### config.mk
export PLATFORM = sky130hd
export DESIGN_NAME = bounce_generator_flat
export DESIGN_NICKNAME = d
export VERILOG_FILES = /design/src/rtl/bounce_generator_if.sv /design/src/rtl/bounce_generator.sv /design/src/flat_wrapper.sv
export SDC_FILE = /design/constraint.sdc
export NUM_CORES = 1
export LEC_CHECK = 0
export CAP_MARGIN = 20
export CORE_AREA = 2 2 57 59
export DETAILED_ROUTE_END_ITERATION = 7
export DIE_AREA = 0 0 59 61
export PLACE_DENSITY = 0.53
export RECOVER_POWER = 25
export SLEW_MARGIN = 20
export SYNTH_ARGS = -nofsm -noshare
export SYNTH_HDL_FRONTEND = slang
export SYNTH_SLANG_ARGS = --single-unit
export TNS_END_PERCENT = 5
### constraint.sdc
create_clock -name clk -period 2.18 [get_ports clk]
set_clock_uncertainty 0.05 [all_clocks]
set_input_delay 0.545 -clock clk [delete_from_list [all_inputs] [get_ports clk]]
set_output_delay 0.545 -clock clk [all_outputs]
set_load 0.1 [all_outputs]
### src/rtl/bounce_generator_if.sv
// Command/observation bundle between the bounce stimulus and the bounce generator.
// The master drives the command level; the slave returns the bouncing contact and window status.
interface bounce_generator_if;
    logic enable;
    logic press;
    logic noisy;
    logic busy;
    logic settled;

    modport master (output enable, output press, input noisy, input busy, input settled);
    modport slave  (input enable, input press, output noisy, output busy, output settled);
endinterface

### src/rtl/bounce_generator.sv
// Contact-bounce model: each accepted press edge yields a pseudo-random burst of
// BOUNCE_CYCLES samples, then noisy settles on the new level with a one-cycle settled pulse.
module bounce_generator #(
    parameter int          BOUNCE_CYCLES = 8,
    parameter int          CNT_W         = 4,
    parameter logic [15:0] LFSR_SEED     = 16'hACE1
) (
    input  logic              clk,
    input  logic              reset,
    bounce_generator_if.slave bus
);

    localparam logic [15:0]      SEED_EFF = (LFSR_SEED == 16'h0000) ? 16'h0001 : LFSR_SEED;
    localparam logic [CNT_W-1:0] CNT_LOAD = CNT_W'(BOUNCE_CYCLES - 1);

    typedef enum logic [0:0] {IDLE = 1'b0, BOUNCE = 1'b1} state_t;

    state_t           state_r;
    logic [15:0]      lfsr_r;
    logic [CNT_W-1:0] cnt_r;
    logic             tgt_r;
    logic             noisy_r;
    logic             busy_r;
    logic             settled_r;
    logic             press_edge_s;

    // Taps 16,14,13,11 of the right-shifting Fibonacci form; new bit enters at the top.
    function automatic logic [15:0] lfsr_next(input logic [15:0] v);
        logic fb;
        fb = v[0] ^ v[2] ^ v[3] ^ v[5];
        return {fb, v[15:1]};
    endfunction

    assign press_edge_s = bus.press ^ tgt_r;

    assign bus.noisy   = noisy_r;
    assign bus.busy    = busy_r;
    assign bus.settled = settled_r;

    // Window sequencer: LFSR free-runs, enable only matters while idle.
    always_ff @(posedge clk) begin
        if (reset) begin
            state_r   <= IDLE;
            lfsr_r    <= SEED_EFF;
            cnt_r     <= {CNT_W{1'b0}};
            tgt_r     <= 1'b0;
            noisy_r   <= 1'b0;
            busy_r    <= 1'b0;
            settled_r <= 1'b0;
        end else begin
            lfsr_r    <= lfsr_next(lfsr_r);
            settled_r <= 1'b0;
            case (state_r)
                IDLE: begin
                    if (bus.enable) begin
                        if (press_edge_s) begin
                            // First sample of a window always moves toward the new level.
                            tgt_r   <= bus.press;
                            noisy_r <= bus.press;
                            cnt_r   <= CNT_LOAD;
                            busy_r  <= 1'b1;
                            state_r <= BOUNCE;
                        end else begin
                            noisy_r <= noisy_r;
                        end
                    end else begin
                        noisy_r <= bus.press;
                        tgt_r   <= bus.press;
                    end
                end
                BOUNCE: begin
                    if (press_edge_s) begin
                        // A re-press abandons the old window without a settled pulse.
                        tgt_r   <= bus.press;
                        noisy_r <= bus.press;
                        cnt_r   <= CNT_LOAD;
                    end else if (cnt_r != {CNT_W{1'b0}}) begin
                        noisy_r <= lfsr_r[0];
                        cnt_r   <= cnt_r - {{(CNT_W-1){1'b0}}, 1'b1};
                    end else begin
                        noisy_r   <= tgt_r;
                        busy_r    <= 1'b0;
                        settled_r <= 1'b1;
                        state_r   <= IDLE;
                    end
                end
                default: begin
                    state_r <= IDLE;
                    busy_r  <= 1'b0;
                end
            endcase
        end
    end

endmodule

### src/flat_wrapper.sv
// flat-port wrapper written by rule: the top's interface ports become plain ports
module bounce_generator_flat 
#(
    parameter int          BOUNCE_CYCLES = 8,
    parameter int          CNT_W         = 4,
    parameter logic [15:0] LFSR_SEED     = 16'hACE1
)
  (clk, reset, bus_enable, bus_press, bus_noisy, bus_busy, bus_settled);
  bounce_generator_if bus_i ();
  input  logic clk;
  input  logic reset;
  input wire logic [$bits(bus_i.enable)-1:0] bus_enable;
  input wire logic [$bits(bus_i.press)-1:0] bus_press;
  output wire logic [$bits(bus_i.noisy)-1:0] bus_noisy;
  output wire logic [$bits(bus_i.busy)-1:0] bus_busy;
  output wire logic [$bits(bus_i.settled)-1:0] bus_settled;
  assign bus_i.enable = bus_enable;
  assign bus_i.press = bus_press;
  assign bus_noisy = bus_i.noisy;
  assign bus_busy = bus_i.busy;
  assign bus_settled = bus_i.settled;
  bounce_generator #(.BOUNCE_CYCLES(BOUNCE_CYCLES), .CNT_W(CNT_W), .LFSR_SEED(LFSR_SEED)) u_core (.clk(clk), .reset(reset), .bus(bus_i));
endmodule
==> summary.txt, run 1 <==
vias -> 614
crit path capture type -> flip-flop
GRT Residual Overflow -> 0
post-synthesis cell area -> 930.9 sq um
CP required -> 2370 ps
first-pass GRT wire length -> 2.532 mm
ys async rst share -> 0%
Antenna diodes -> 0
RePlAce Congestion -> 0.6939
Crit Path Max Fanout -> 2
Pwr Density -> 895.6 nW/um^2
HP Class -> reg2reg
max_slew headroom -> 31.41%
most used routing layer -> met2
Yosys top cell by area -> dfxtp_1
GRT Util Overall -> 9.403%
Die X -> 59 um
Fmax -> 506.8 MHz
Max Root-Sink Buffers -> 2
leakage -> 0.4371 nW
post-synthesis register bit count -> 25
via count of the first global-routing pass -> 604
Inserted Clock Buffers -> 3
Num Clock Sinks -> 25
crit share post-route -> 90.52%
synth cell count leaders -> dfxtp_1, nor2b_1, or2_2, nor2_1, nand2_1
drt first pass iters -> 2
largest net degree at the start of global routing -> 27
Synth area leaders -> dfxtp_1, nor2b_1, or2_2
Post-CTS Setup Inserts -> 0
WL final -> 1.435 mm
Net Count, Synth -> 96
Final Cell Area -> 1065 sq um
cts repair resizes -> 0
Worst setup SP type -> primary input
synthesized netlist cell count -> 89
hold slack -> 359.7 ps
Site Rows -> 20
met1 GRT Util -> 11.34%
core region area -> 2953 sq um
Root Buffer -> clkbuf_4
Worst Hold Path Cells -> 1
post-route ant nets -> 0
die area -> 3599 sq um
final hold viol count -> 0
Starting Density -> 31.53%
fraction of layout cells with a size suffix above 1 -> 21.78%
Slew Viols, Final -> 0
Clock transition at path regs -> 140 ps
sequential area share after synthesis -> 53.76%
CTS tree -> built
Synth-to-Final Area Change -> 14.38%
maximum VDD drop -> 0.0004293 V
DR iter-0 viols -> 13
DR WL/cell -> 10.71 um
Vias per Instance -> 4.582
hold buffer count at CTS -> 0
ys flop type -> dfxtp_1
status -> finished clean
post-synth top area share -> 53.76%
chip height -> 61 um
maxcap violations -> 0
Yosys cell types -> 31
number of port buffers -> 6
number of warnings issued by yosys -> 0
M3 GR Usage -> 4.478%
met2 usage -> 15.40%
Crit Path Class -> in2reg
post-layout util -> 36.06%
Tmin final -> 1973 ps
RSZ-0062 raised after global routing -> false
clock latency on the worst-skew pair -> 310 ps
Worst Max-Slew Pin Slew -> 1029 ps
NumNets Final -> 109
Setup-failing EPs final -> 0
DP HPWL -> 983 um
H-tree levels -> 1
count leader, synth -> dfxtp_1
Post-synth EDFFs -> 0
Worst Path Arrival -> 2170 ps
Placed Instance Area -> 1041 sq um
number of remaining DRC errors -> 0
Top Ports -> 7
Filler Cell Count -> 297
R2R cell count -> 6
initial antenna violation count -> 0
Avg Inst Size Synth -> 10.46 sq um
-- layout make-up --
class	instances	area, sq um	share of cell area (%)
Tap cell	33	41.29	3.878
Inverter	4	15.01	1.410
Clock inverter	1	5.005	0.4700
Timing Repair Buffer	11	86.33	8.108
Sequential cell	25	500.5	47.00
Multi-Input combinational cell	57	394.1	37.02
Clock buffer	3	22.52	2.115
-- metal layers --
layer / routed length, um / up-vias
met5: 0 / -
met4: 11 / 0
met3: 59 / 2
met2: 639 / 7
met1: 724 / 283
li1: - / 322
-- cell families after synthesis --
| family | share of synthesized area, % |
|---|---|
| AO/OA/AOI/OAI | 13.44 |
| adder cells (fa/ha/maj) | 4.033 |
| AND/OR/NAND/NOR | 22.04 |
| buffers and inverters | 3.897 |
| XOR/XNOR | 2.823 |
| flip-flops | 53.76 |
-- cells in the final DEF, fill, tap and decap left out, types with 2 or more instances in the layout --
cell              n
dfxtp_1          25
nor2b_1           8
or2_2             7
buf_4             7
nor2_1            6
nand2_1           5
inv_1             4
nor3_1            4
ha_1              3
clkbuf_4          3
a21oi_1           2
or3_1             2
xor2_1            2
clkdlybuf4s50_1   2
-- critical path, stage by stage --
cell and delay (ps):
clkdlybuf4s50_1 430, ha_1 330, o21ba_4 240, a21oi_4 30, or3_1 370, a211oi_2 210
-- final timing paths --
path                                  end  slack [ps]                         start
min           u_core.lfsr_r[6]$_SDFF_PP1_         360   u_core.lfsr_r[7]$_SDFF_PP1_
max reg2reg  u_core.cnt_r[3]$_SDFFE_PP0P_         450  u_core.cnt_r[0]$_SDFFE_PP0P_
min reg2reg   u_core.lfsr_r[6]$_SDFF_PP1_         360   u_core.lfsr_r[7]$_SDFF_PP1_
max          u_core.cnt_r[3]$_SDFFE_PP0P_         210                     bus_press
-- sequential cells by signal, summed over array words and instances, names as in the netlist --
signal              count
u_core.tgt_r            1
u_core.cnt_r            4
u_core.bus.noisy        1
u_core.bus.settled      1
u_core.lfsr_r          16
u_core.bus.busy         1
u_core.state_r          1
-- where the power goes --
part	internal, mW	switching (mW)
Sequential	0.499	0.0283
Clock	0.0686	0.133
Combinational	0.0992	0.126
Total	0.667	0.287
-- per-stage QoR --
step | TNS [ps] | power [mW] | std cells | worst slack [ps]
3_5_place_dp | -119.3 | 0.7653 | 130 | -119.0
2_1_floorplan | 0 | 0.7091 | 89 | 309.2
5_1_grt | 0 | 1.019 | 134 | 109.6
6_report | 0 | 0.9536 | 134 | 206.7
4_1_cts | 0 | 0.9723 | 134 | 211.1
3_3_place_gp | -64.69 | 0.7607 | 130 | -64.69
Power figures use the tool's default switching activity.
==> run 2, diff against run 1 <==
- CAP_MARGIN: 20 -> default
==> results of run 2 <==
Final layout, timing and power as in run 1 (identical DEF).
